**src/rtl/pc_redirect_unit_pkg.sv**
```systemverilog
// Shared constants and helpers for the IF-stage PC redirect unit.
// Widths, PC step and FSM state encodings.
package pc_redirect_unit_pkg;

  localparam int ISA_WIDTH      = 32;
  localparam int PC_STATE_WIDTH = 2;

  localparam logic [ISA_WIDTH-1:0] PC_STEP = 32'd4;

  localparam logic [PC_STATE_WIDTH-1:0] PC_STATE_BOOT = 2'd0;
  localparam logic [PC_STATE_WIDTH-1:0] PC_STATE_RUN  = 2'd1;
  localparam logic [PC_STATE_WIDTH-1:0] PC_STATE_HOLD = 2'd2;

  function automatic logic [ISA_WIDTH-1:0] align_word(
    input logic [ISA_WIDTH-1:0] addr
  );
    return {addr[ISA_WIDTH-1:2], 2'b00};
  endfunction

endpackage

```
**src/rtl/pc_redirect_unit_sat_counter.sv**
```systemverilog
// Saturating up-counter: sticks at all-ones instead of wrapping.
// Synchronous active-high reset.
module sat_counter #(
  parameter int WIDTH = 16
) (
  input  logic             clk,
  input  logic             rst,
  input  logic             inc,
  output logic [WIDTH-1:0] count
);

  always_ff @(posedge clk) begin
    if (rst)
      count <= '0;
    else if (inc && (count != {WIDTH{1'b1}}))
      count <= count + 1'b1;
  end

endmodule

```
**src/rtl/pc_redirect_unit.sv**
```systemverilog
// IF-stage PC owner: sequential fetch, branch/jump redirect,
// stall freeze with a held redirect, IF/ID flush and stats.
module pc_redirect_unit
  import pc_redirect_unit_pkg::*;
#(
  parameter logic [ISA_WIDTH-1:0] RESET_PC  = 32'h0000_0000,
  parameter int                   CNT_WIDTH = 16
) (
  input  logic                 clk,
  input  logic                 rst,
  input  logic                 stall,
  input  logic                 branch_valid,
  input  logic                 condition_satisfied,
  input  logic [ISA_WIDTH-1:0] branch_target,
  input  logic                 jump_valid,
  input  logic [ISA_WIDTH-1:0] jump_target,
  output logic [ISA_WIDTH-1:0] pc,
  output logic [ISA_WIDTH-1:0] pc_plus_4,
  output logic                 fetch_en,
  output logic                 flush_if_id,
  output logic                 target_misaligned,
  output logic [CNT_WIDTH-1:0] branch_count,
  output logic [CNT_WIDTH-1:0] taken_count
);

  logic [PC_STATE_WIDTH-1:0] state;
  logic [PC_STATE_WIDTH-1:0] state_nxt;
  logic [ISA_WIDTH-1:0]      pending;
  logic [ISA_WIDTH-1:0]      pending_nxt;
  logic [ISA_WIDTH-1:0]      pc_nxt;
  logic [ISA_WIDTH-1:0]      sel_raw;
  logic [ISA_WIDTH-1:0]      apply_raw;
  logic                      req;
  logic                      apply;
  logic                      br_inc;

  assign req       = jump_valid | (branch_valid & condition_satisfied);
  assign sel_raw   = jump_valid ? jump_target : branch_target;
  assign pc_plus_4 = pc + PC_STEP;
  assign fetch_en  = (state != PC_STATE_BOOT);

  // Pending target is kept raw so misalignment is flagged on release.
  assign apply_raw = (state == PC_STATE_HOLD) ? pending : sel_raw;

  always_comb begin
    state_nxt   = state;
    pending_nxt = pending;
    pc_nxt      = pc;
    apply       = 1'b0;
    br_inc      = 1'b0;
    unique case (1'b1)
      (state == PC_STATE_BOOT): begin
        state_nxt = PC_STATE_RUN;
      end
      (state == PC_STATE_RUN): begin
        br_inc = branch_valid & ~stall;
        if (req && !stall) begin
          apply  = 1'b1;
          pc_nxt = align_word(sel_raw);
        end else if (req) begin
          pending_nxt = sel_raw;
          state_nxt   = PC_STATE_HOLD;
        end else if (!stall) begin
          pc_nxt = pc_plus_4;
        end
      end
      (state == PC_STATE_HOLD): begin
        if (!stall) begin
          apply     = 1'b1;
          br_inc    = branch_valid;
          pc_nxt    = align_word(pending);
          state_nxt = PC_STATE_RUN;
        end
      end
      default: begin
        state_nxt = PC_STATE_BOOT;
      end
    endcase
  end

  assign flush_if_id       = apply;
  assign target_misaligned = apply & (|apply_raw[1:0]);

  always_ff @(posedge clk) begin
    if (rst) begin
      state   <= PC_STATE_BOOT;
      pc      <= RESET_PC;
      pending <= '0;
    end else begin
      state   <= state_nxt;
      pc      <= pc_nxt;
      pending <= pending_nxt;
    end
  end

  sat_counter #(
    .WIDTH (CNT_WIDTH)
  ) u_branch_cnt (
    .clk   (clk),
    .rst   (rst),
    .inc   (br_inc),
    .count (branch_count)
  );

  sat_counter #(
    .WIDTH (CNT_WIDTH)
  ) u_taken_cnt (
    .clk   (clk),
    .rst   (rst),
    .inc   (apply),
    .count (taken_count)
  );

endmodule

```
**config.mk**
```make
export PLATFORM = sky130hd
export DESIGN_NAME = pc_redirect_unit
export DESIGN_NICKNAME = d
export VERILOG_FILES = /design/src/rtl/pc_redirect_unit_pkg.sv /design/src/rtl/pc_redirect_unit_sat_counter.sv /design/src/rtl/pc_redirect_unit.sv
export SDC_FILE = /design/constraint.sdc
export NUM_CORES = 1
export LEC_CHECK = 0
export CAP_MARGIN = 40
export CORE_ASPECT_RATIO = 0.8
export CORE_MARGIN = 3
export CORE_UTILIZATION = 40
export DETAILED_ROUTE_END_ITERATION = 8
export PLACE_DENSITY_LB_ADDON = 0.12
export SETUP_SLACK_MARGIN = 0.05
export SLEW_MARGIN = 20
export SYNTH_ARGS = -nofsm -noshare
export SYNTH_HDL_FRONTEND = slang
export SYNTH_SLANG_ARGS = --single-unit
```
**constraint.sdc**
```tcl
create_clock -name clk -period 6.5 [get_ports clk]
set_input_delay 1.3 -clock clk [delete_from_list [all_inputs] [get_ports clk]]
set_output_delay 1.3 -clock clk [all_outputs]
set_load 0.05 [all_outputs]
```
After elaboration in Yosys (flattened, before gate mapping) --
Index checks and enable logic that the tools add are counted.
Word-level totals: flip-flop bits (word level) 98, input port bits 70, output and inout port bits 99, logic and storage cells 50
Cells by class: add/subtract/negate cells 3, eq/ne operators 9, mux-type cells 16, bitwise operators 6, reductions and logical operators 11
Operator list (number):
- $mux 32 | 5
- $pmux 32 s2 | 1
- $add 16x1->16 const B | 2
- $add 32x3->32 const B | 1
- $ne 16x16->1 const B | 2
- $mux 2 | 4
- $ne 2x2->1 const B | 3
- $ne 3x2->1 const B | 2
- $pmux 2 s3 | 1
- $reduce_and 3->1 | 2
- $pmux 1 s2 | 2
- $reduce_and 4->1 | 1
- $reduce_bool 2->1 | 2
- $and 1x1->1 | 3
- $logic_and 1x1->1 | 3
- $mux 1 | 3
- $eq 2x1->1 const B | 1
- $eq 2x2->1 const B | 1
- $logic_not 2->1 | 1
- $not 1->1 | 2
- $reduce_or 2->1 | 1
- $logic_not 1->1 | 1
- $or 1x1->1 | 1

Longest topological paths before layout --
Gate-level depths: netlist of the first run.
depth in word-level cells 6, gate-level depth with buffers 9, gate-level depth less buffers 7

By module --
Synthesis of the first run repeated with hierarchy kept, for this count alone.
Unflattened totals: cell total of the unflattened synthesis 714, area, all modules 5774.3 um2
By module, submodules not included:
- pc_redirect_unit | times used 1, cells each 516, area an instance 4077.7 um2, seq. area each 1281.2 um2
- sat_counter | times used 2, cells each 99, area an instance 848.3 um2, seq. area each 320.3 um2

Worst setup path after synthesis of the first run --
No wires, ideal clock.
path type input to output, start point input jump_valid, end point output target_misaligned, arrival 2999 ps, data required time 5200 ps, setup slack 2201 ps, cell stages on the path 5, buffers on the path 3, path through buf_2 > buf_2 > buf_2 > o311ai_0 > a21oi_1
Between the ends: word-level cells in the longest chain between the ends 5, elaborated cells on any way between the ends 8, those cells by class 4 x mux; 2 x bitwise; 2 x reduce/logical
RTL lines:
- start, declared | RTL line pc_redirect_unit.sv:15 | input logic jump_valid,
- $or 1x1->1 | RTL line pc_redirect_unit.sv:37 | assign req = jump_valid | (branch_valid & condition_satisfied);
- $logic_and 1x1->1 | RTL line pc_redirect_unit.sv:57 | if (req && !stall) begin
- $mux 1 | RTL line pc_redirect_unit.sv:57
- $pmux 1 s2 | RTL line pc_redirect_unit.sv:51 | unique case (1'b1)
- $and 1x1->1 * | RTL line pc_redirect_unit.sv:82 | assign target_misaligned = apply & (|apply_raw[1:0]);
- end, declared | RTL line pc_redirect_unit.sv:21 | output logic target_misaligned,
Every way passes the cells marked *; elsewhere a longest branch is shown, timed or not.

Worst setup path after layout of the first run --
start point input stall, end point output target_misaligned
Between the ends: word-level cells in the longest chain between the ends 5, elaborated cells on any way between the ends 6, those cells by class 3 x mux; 1 x bitwise; 2 x reduce/logical
RTL lines:
- start, declared | RTL line pc_redirect_unit.sv:11 | input logic stall,
- $logic_not 1->1
- $logic_and 1x1->1 | RTL line pc_redirect_unit.sv:57
- $mux 1 | RTL line pc_redirect_unit.sv:57
- $pmux 1 s2 * | RTL line pc_redirect_unit.sv:51
- $and 1x1->1 * | RTL line pc_redirect_unit.sv:82
Marks and branches as above.

==> results.sh, run 1 <==
export IMPL_first_pass_iters=5
export IMPL_synth_ff_type="dfxtp_1"
export IMPL_placedCellCount=1009
export IMPL_vias_per_cell=5.72
export IMPL_synthesis_instances=710
export IMPL_antenna_found_initial=0
export IMPL_critPathMostFrequentCell="clkdlybuf4s50_1"
export IMPL_insertion_delay_ps=350
export IMPL_cap_violations=0
export IMPL_vias=5875
export IMPL_min_delay_start="pending[7]"
export IMPL_cts_root_buf="clkbuf_16"
export IMPL_num_nets_final=919
export IMPL_antennaDiodeCount=0
export IMPL_die_h_um=113
export IMPL_synth_seq_cells=96
export IMPL_io_buffers=164
export IMPL_slowest_stage="clkdlybuf4s50_1"
export IMPL_synth_top_area_cell="dfxtp_1"
export IMPL_avgRoutedWirePerCell_um=17.4
export IMPL_drt_wl_total_um=17900
export IMPL_slew_headroom=0.453
export IMPL_post_route_period_util=0.711
export IMPL_die_w_um=140
export IMPL_cp_num_buf_inv=3
export IMPL_synth_top_cells_by_area="dfxtp_1 (34%), mux2i_1 (6.7%), a211oi_1 (6.6%)"
export IMPL_ys_warn_count=0
export IMPL_antenna_left=0
export IMPL_vdd_drop_max_uv=159
export IMPL_skew_ps=7.16
export IMPL_finalHoldViolations=0
export IMPL_setup_viol=0
export IMPL_grt_pass1_vias=5395
export IMPL_powerDensity_nw_per_um2=256
export IMPL_routabilityCongestion=0.869
export IMPL_ys_async_sr_fraction=0
export IMPL_power_total_mw=1.98
export IMPL_rsz0062_at_grt="no"
export IMPL_synth_edf_count=0
export IMPL_initial_core_util=0.415
export IMPL_cts_resized=0
export IMPL_timing_fmax_ghz=0.216
export IMPL_dieArea_sq_um=15800
export IMPL_syn_cell_area_sq_um=5720
export IMPL_critPathCaptureType="output port"
export IMPL_ioPinCount=169
export IMPL_syn_avg_cell_area_sq_um=8.05
export IMPL_min_period_ps=4620
export IMPL_yosys_top_cells_count="dfxtp_1 (96), nor2_1 (89), a211oi_1 (50)"
export IMPL_fin_setup_tns_ps=0
export IMPL_coreArea_sq_um=13800
export IMPL_worst_ep_required_time_ps=5200
export IMPL_ys_types=65
export IMPL_critical_path_class="in2out"
export IMPL_grt_ovfl_total=0
export IMPL_cts_buffers=9
export IMPL_slowest_delay_ps=820
export IMPL_cts_setup_buffers=0
export IMPL_grtUsageTotal=0.221
export IMPL_drive_above_1_share=0.0579
export IMPL_cts_sinks=96
export IMPL_postPlaceCellArea_sq_um=7450
export IMPL_layoutNonFillerInstCount=1027
export IMPL_fp_row_count=38
export IMPL_clk_pin_slew_ps=60
export IMPL_cpLargestDelayFamily="buffers and inverters"
export IMPL_syn_to_final_growth_pct=35.5
export IMPL_tightest_slew_ps=820
export IMPL_route_detailed_drc=0
export IMPL_crit_path_cell_trace="clkdlybuf4s50_1 > nor2b_1 > o211ai_1 > buf_4 > a21oi_1 > clkdlybuf4s50_1"
export IMPL_yosys_cell_count_top_type="dfxtp_1"
export IMPL_crit_path_start_kind="input port"
export IMPL_ys_seq_area_frac=0.336
export IMPL_hold_path_class="reg2reg"
export IMPL_drv_slew=0
export IMPL_postLayoutCellArea_sq_um=7740
export IMPL_synth_top_area_frac=0.336
export IMPL_cts_buffer_depth=2
export IMPL_hpwl_um=12800
export IMPL_grt_pass1_wl_um=28500
export IMPL_postCtsHoldBufs=0
export IMPL_cts_tree="done"
export IMPL_cp_arrival_ps=3320
export IMPL_status="completed"
export IMPL_grt_max_degree=75
export IMPL_critPathLaunch="stall"
export IMPL_cp_max_fo=11
export IMPL_detail_route_iter0_violations=541
export IMPL_rr_startpoint="state[0]"
export IMPL_p_leak_nw=2.75
export IMPL_htreeDepth=3
==> power by group <==
| group | switching (mW) | internal (mW) |
|---|---|---|
| clock | 0.227 | 0.269 |
| combinational | 0.489 | 0.277 |
| sequential | 0.0755 | 0.642 |
| total | 0.792 | 1.19 |
==> logic make-up after synthesis <==
| group | Yosys count | synth area share |
|---|---|---|
| mux | 40 | 0.0705 |
| xor+xnor | 45 | 0.0690 |
| compound gates | 181 | 0.217 |
| fa+ha+maj | 7 | 0.0153 |
| flops | 96 | 0.336 |
| buf+inv | 77 | 0.0543 |
| other cells | 1 | 0.000656 |
| simple gates | 263 | 0.237 |
==> layout by cell type, fill, tap and decap left out, drive strengths merged, types with 14 or more instances in the layout <==
master	count
nand3	29
inv	20
xnor2	35
nor2	90
a21oi	38
dfxtp	96
a211oi	50
and3	14
mux2i	38
nor4	17
clkdlybuf4s50	162
nand2	44
nand4	21
o21ai	25
==> tightest hold or removal path: cells and delay by family (launching register included) <==
kind             cells  cell delay (ps)
flip-flops           1              310
AO/OA/AOI/OAI        1               70
AND/OR/NAND/NOR      1               50
==> routing by layer <==
metal,wire (um),vias up,track usage
met5,0,-,0
met2,7930,235,0.343
met3,1390,18,0.0596
li1,-,2872,-
met4,223,0,0.0646
met1,8320,2750,0.305
==> through the flow <==
step | util | setup WS (ps) | hold WS (ps)
2_1_floorplan | - | 2200 | 448
4_1_cts | 0.560 | 1880 | 481
3_3_place_gp | 0.537 | 1950 | 460
3_5_place_dp | 0.541 | 1900 | 471
6_report | 0.562 | 1880 | 477
5_1_grt | 0.562 | 1720 | 500
==> final cells by class <==
class | instances | area, sq um
clock buffers | 13 | 250
clock inverters | 3 | 17.5
fillers | 1267 | 6050
inverters | 20 | 75.1
multi-input cells | 540 | 3500
flip-flops and latches | 96 | 1920
well taps | 180 | 225
repair buffers | 175 | 1750
==> state kept, by name, summed over array words and instances (netlist names) <==
signal / count
u_branch_cnt.count: 16
state: 2
pending: 32
u_taken_cnt.count: 16
pc: 30
==> final timing paths <==
| kind | cells past startpoint | slack (ps) | to |
|---|---|---|---|
| setup / recovery | 6 | 1880 | target_misaligned |
| hold / removal | 2 | 480 | pc[7] |
| setup reg to reg | 7 | 3430 | u_branch_cnt.count[13] |
| hold reg to reg | 2 | 480 | pc[7] |
No activity file was read; power rests on OpenSTA's default activity.
==> run 2: changes to the inputs <==
Clock period 6.5 ns to 4.4 ns, I/O delays scaled along.
==> results.sh, run 2 (synthesis gave the netlist of run 1 again) <==
export IMPL_rsz0062_at_grt="no"
export IMPL_grt_pass1_wl_um=29100
export IMPL_slowest_delay_ps=810
export IMPL_vdd_drop_max_uv=226
export IMPL_critPathLaunch="pc[2]"
export IMPL_critPathCaptureType="output port"
export IMPL_grt_pass1_vias=5534
export IMPL_ff2ff_path_depth=7
export IMPL_cap_violations=0
export IMPL_powerDensity_nw_per_um2=380
export IMPL_cp_arrival_ps=3220
export IMPL_avgRoutedWirePerCell_um=17.4
export IMPL_cts_resized=0
export IMPL_drive_above_1_share=0.0681
export IMPL_route_detailed_drc=0
export IMPL_routabilityCongestion=0.921
export IMPL_vias_per_cell=5.71
export IMPL_status="completed"
export IMPL_fp_row_count=38
export IMPL_drv_slew=0
export IMPL_timing_fmax_ghz=0.244
export IMPL_hold_path_depth=2
export IMPL_slew_headroom=0.422
export IMPL_slowest_stage="clkdlybuf4s50_1"
export IMPL_grt_ovfl_total=0
export IMPL_crit_end="pc_plus_4[20]"
export IMPL_rr_startpoint="state[0]"
export IMPL_drt_wl_total_um=18000
export IMPL_insertion_delay_ps=350
export IMPL_grtUsageTotal=0.226
export IMPL_antenna_left=0
export IMPL_vias=5897
export IMPL_htreeDepth=3
export IMPL_grt_max_degree=61
export IMPL_max_flop_register="pending"
export IMPL_initial_core_util=0.415
export IMPL_setup_viol=0
export IMPL_hold_path_class="reg2reg"
export IMPL_placedCellCount=1015
export IMPL_reg2reg_setup_slack_ps=1380
export IMPL_cts_buffers=9
export IMPL_cts_buffer_depth=2
export IMPL_clk_pin_slew_ps=70
export IMPL_layoutNonFillerInstCount=1032
export IMPL_swShare=0.397
export IMPL_finalHoldViolations=0
export IMPL_power_internal_mw=1.78
export IMPL_cp_max_fo=8
export IMPL_postPlaceCellArea_sq_um=7460
export IMPL_p_leak_nw=2.79
export IMPL_antenna_found_initial=0
export IMPL_cts_tree="done"
export IMPL_ioPinCount=169
export IMPL_num_nets_final=924
export IMPL_hpwl_um=13200
export IMPL_dieArea_sq_um=15800
export IMPL_cts_sinks=96
export IMPL_antennaDiodeCount=0
export IMPL_postCtsHoldBufs=0
export IMPL_syn_to_final_growth_pct=35.9
export IMPL_skew_ps=6.92
export IMPL_detail_route_iter0_violations=476
export IMPL_reg_top3="pending (32), pc (30)"
export IMPL_die_h_um=113
export IMPL_tightest_slew_ps=867
export IMPL_regToRegEndpoint="u_branch_cnt.count[11]"
export IMPL_post_route_period_util=0.932
export IMPL_p_sw_mw=1.17
export IMPL_final_common_cell="clkdlybuf4s50_1"
export IMPL_critical_path_class="reg2out"
export IMPL_p_clk_frac=0.259
export IMPL_io_buffers=164
export IMPL_first_pass_iters=5
export IMPL_min_period_ps=4100
export IMPL_crit_path_start_kind="flip-flop"
export IMPL_mostFrequentLayoutCells="clkdlybuf4s50_1 (160), dfxtp_1 (96), nor2_1 (88)"
export IMPL_die_w_um=140
export IMPL_cts_root_buf="clkbuf_16"
export IMPL_crit_path_cell_trace="ha_1 > nand3_1 > nor4_4 > and2_1 > and3_1 > xor2_1 > clkdlybuf4s50_1"
export IMPL_largest_reg_flops=32
export IMPL_fin_setup_tns_ps=0
export IMPL_seqPwrFrac=0.358
export IMPL_worst_ep_required_time_ps=3520
export IMPL_p_comb_frac=0.383
export IMPL_cts_setup_buffers=0
export IMPL_coreArea_sq_um=13800
export IMPL_postLayoutCellArea_sq_um=7770
-- run 2: cell count changes in the layout (fill, tap and decap cells not counted), moves of 2 or more --
cell | previous run | this run
clkbuf_8 | 1 | 3
clkdlybuf4s50_1 | 162 | 160
buf_4 | 7 | 17
clkbuf_1 | 3 | 1
-- run 2: power by group through the flow --
stage | combinational [mW] | clock (mW) | sequential, mW
2_1_floorplan | 0.583 | 0 | 1.22
3_3_place_gp | 1.12 | 0 | 1.07
3_5_place_dp | 1.12 | 0 | 1.07
4_1_cts | 1.13 | 0.781 | 1.05
5_1_grt | 1.20 | 0.809 | 1.07
6_report | 1.13 | 0.765 | 1.06
-- run 2: critical path: cells and delay by family, from the launching register on --
kind,cells,cell delay [ps]
buf+inv,1,810
flops,1,410
xor+xnor,1,150
simple gates,4,1280
fa+ha+maj,1,220
-- run 2: how the worst min path moves through the flow --
stage | from | endpoint | slack (ps)
after floorplan | pending[7] | pc[7] | 450
after global placement | pending[7] | pc[7] | 460
after detailed placement | pending[7] | pc[7] | 470
after CTS | pending[7] | pc[7] | 480
after global routing | pending[7] | pc[7] | 480
final | pending[7] | pc[7] | 470
-- run 2: per-stage QoR --
stage | hold slack [ps] | power [mW] | worst slack (ps) | util
finish | 474 | 2.95 | 299 | 0.563
global route | 485 | 3.08 | 74.1 | 0.563
CTS | 477 | 2.96 | 288 | 0.562
detailed placement | 467 | 2.20 | 676 | 0.541
global placement | 464 | 2.18 | 768 | 0.541
floorplan | 448 | 1.80 | 803 | -
-- run 2: layout make-up --
type | instances | area [sq um]
fill | 1251 | 6020
multi-input combinational | 540 | 3500
sequential | 96 | 1920
timing repair buffer | 180 | 1760
clock buffer | 13 | 270
tap | 180 | 225
inverter | 20 | 75.1
clock inverter | 3 | 15.0
-- run 2: routing by layer --
layer | track usage | up-vias | share of wire
li1 | - | 2888 | -
met1 | 0.315 | 2754 | 0.47
met2 | 0.345 | 225 | 0.44
met3 | 0.0545 | 30 | 0.075
met4 | 0.0730 | 0 | 0.020
met5 | 0 | - | 0
==> run 3: changes to the inputs <==
Settings changed: GPL_ROUTABILITY_DRIVEN set to 0, SETUP_SLACK_MARGIN 0.05 to not set.
==> results.sh, run 3 (synthesis gave the netlist of run 1 again) <==
export IMPL_fin_setup_tns_ps=0
export IMPL_drv_slew=0
export IMPL_insertion_delay_ps=340
export IMPL_post_route_util=0.562
export IMPL_dieArea_sq_um=15800
export IMPL_postPlaceCellArea_sq_um=7460
export IMPL_cpLargestDelayFamily="simple AND/OR/NAND/NOR gates"
export IMPL_syn_to_final_growth_pct=35.6
export IMPL_die_w_um=140
export IMPL_placedCellCount=1015
export IMPL_slew_headroom=0.468
export IMPL_antenna_left=0
export IMPL_rsz0062_at_grt="no"
export IMPL_mostFrequentLayoutCells="clkdlybuf4s50_1 (160), dfxtp_1 (96), nor2_1 (88)"
export IMPL_place_ws_ps=681
export IMPL_vdd_drop_max_uv=228
export IMPL_vias=5977
export IMPL_cp_arrival_ps=3230
export IMPL_slowest_delay_ps=820
export IMPL_reg_top3="pending (32), pc (30)"
export IMPL_setup_viol=0
export IMPL_status="completed"
export IMPL_first_pass_iters=5
export IMPL_num_nets_final=924
export IMPL_fp_row_count=38
export IMPL_vias_per_cell=5.79
export IMPL_route_detailed_drc=0
export IMPL_power_total_mw=2.97
export IMPL_post_route_period_util=0.935
export IMPL_cts_resized=0
export IMPL_critical_path_class="reg2out"
export IMPL_cp_num_buf_inv=1
export IMPL_grt_pass1_vias=5532
export IMPL_die_h_um=113
export IMPL_htreeDepth=3
export IMPL_cts_buffers=9
export IMPL_hold_path_class="reg2reg"
export IMPL_hold_worst_slack_ps=482
export IMPL_avgRoutedWirePerCell_um=17.7
export IMPL_postLayoutCellArea_sq_um=7750
export IMPL_critPathCaptureType="output port"
export IMPL_cts_tree="done"
export IMPL_antenna_found_initial=0
export IMPL_io_buffers=164
export IMPL_grtUsageTotal=0.226
export IMPL_worst_ep_required_time_ps=3520
export IMPL_powerDensity_nw_per_um2=383
export IMPL_crit_path_start_kind="flip-flop"
export IMPL_timing_fmax_ghz=0.243
export IMPL_grt_max_degree=60
export IMPL_final_common_cell="clkdlybuf4s50_1"
export IMPL_cts_sinks=96
export IMPL_finalHoldViolations=0
export IMPL_postCtsHoldBufs=0
export IMPL_max_flop_register="pending"
export IMPL_coreArea_sq_um=13800
export IMPL_layoutNonFillerInstCount=1032
export IMPL_p_leak_nw=2.77
export IMPL_tightest_slew_ps=795
export IMPL_min_period_ps=4110
export IMPL_cts_buffer_depth=2
export IMPL_grt_ovfl_total=0
export IMPL_setup_ws_ps=287
export IMPL_slowest_stage="clkdlybuf4s50_1"
export IMPL_cap_violations=0
export IMPL_largest_reg_flops=32
export IMPL_detail_route_iter0_violations=518
export IMPL_drive_above_1_share=0.0646
export IMPL_clk_pin_slew_ps=70
export IMPL_crit_path_cell_trace="ha_1 > nand3_1 > nor4_4 > and2_1 > and3_1 > xor2_1 > clkdlybuf4s50_1"
export IMPL_cp_max_fo=8
export IMPL_ioPinCount=169
export IMPL_cts_root_buf="clkbuf_16"
export IMPL_antennaDiodeCount=0
export IMPL_drt_wl_total_um=18300
export IMPL_skew_ps=6.56
export IMPL_initial_core_util=0.415
export IMPL_cts_setup_buffers=0
export IMPL_hpwl_um=13400
export IMPL_grt_pass1_wl_um=29600
export IMPL_fillers=1289
-- run 3: changes by cell type in the layout (fill, tap and decap cells not counted) --
cell        before  now
buf_12           1    0
bufinv_16        0    1
clkinvlp_4       0    1
clkinv_2         3    1
buf_2            2    3
clkbuf_1         1    4
clkbuf_8         3    0
-- run 3: layout make-up --
cell class / instances / area [sq um] / share of cell area
inverters: 20 / 75.1 / 0.00969
repair buffers: 180 / 1740 / 0.225
multi-input cells: 540 / 3500 / 0.452
well taps: 180 / 225 / 0.0291
clock buffers: 13 / 240 / 0.0310
flip-flops and latches: 96 / 1920 / 0.248
clock inverters: 3 / 42.5 / 0.00549
-- run 3: power by group --
| part | leakage [nW] | switching [mW] | internal [mW] | total (mW) |
|---|---|---|---|---|
| Combinational | 1.86 | 0.731 | 0.401 | 1.13 |
| Sequential | 0.781 | 0.107 | 0.949 | 1.06 |
| Clock | 0.134 | 0.337 | 0.442 | 0.778 |
| Total | 2.77 | 1.17 | 1.79 | 2.97 |
-- run 3: metal layers --
layer	up-vias	share of wire	GRT usage
met3	21	0.083	0.0494
met1	2801	0.46	0.325
met2	273	0.45	0.354
met4	0	0.012	0.0439
li1	2882	-	-
met5	-	0	0
-- run 3: final timing paths --
| path | start | end | slack [ps] | cells past startpoint |
|---|---|---|---|---|
| worst max register to register | state[0] | u_taken_cnt.count[14] | 1440 | 8 |
| worst max-delay path | pc[3] | pc_plus_4[20] | 290 | 7 |
| worst min-delay path | pending[7] | pc[7] | 480 | 2 |
| worst min register to register | pending[7] | pc[7] | 480 | 2 |
-- run 3: worst reg2reg max path, cell delays in order (launching register included) --
cell,delay (ps)
dfxtp_1,340
inv_1,90
ha_2,470
buf_4,450
o211ai_1,310
buf_4,260
nor4_1,500
nand3_1,150
mux2_2,280
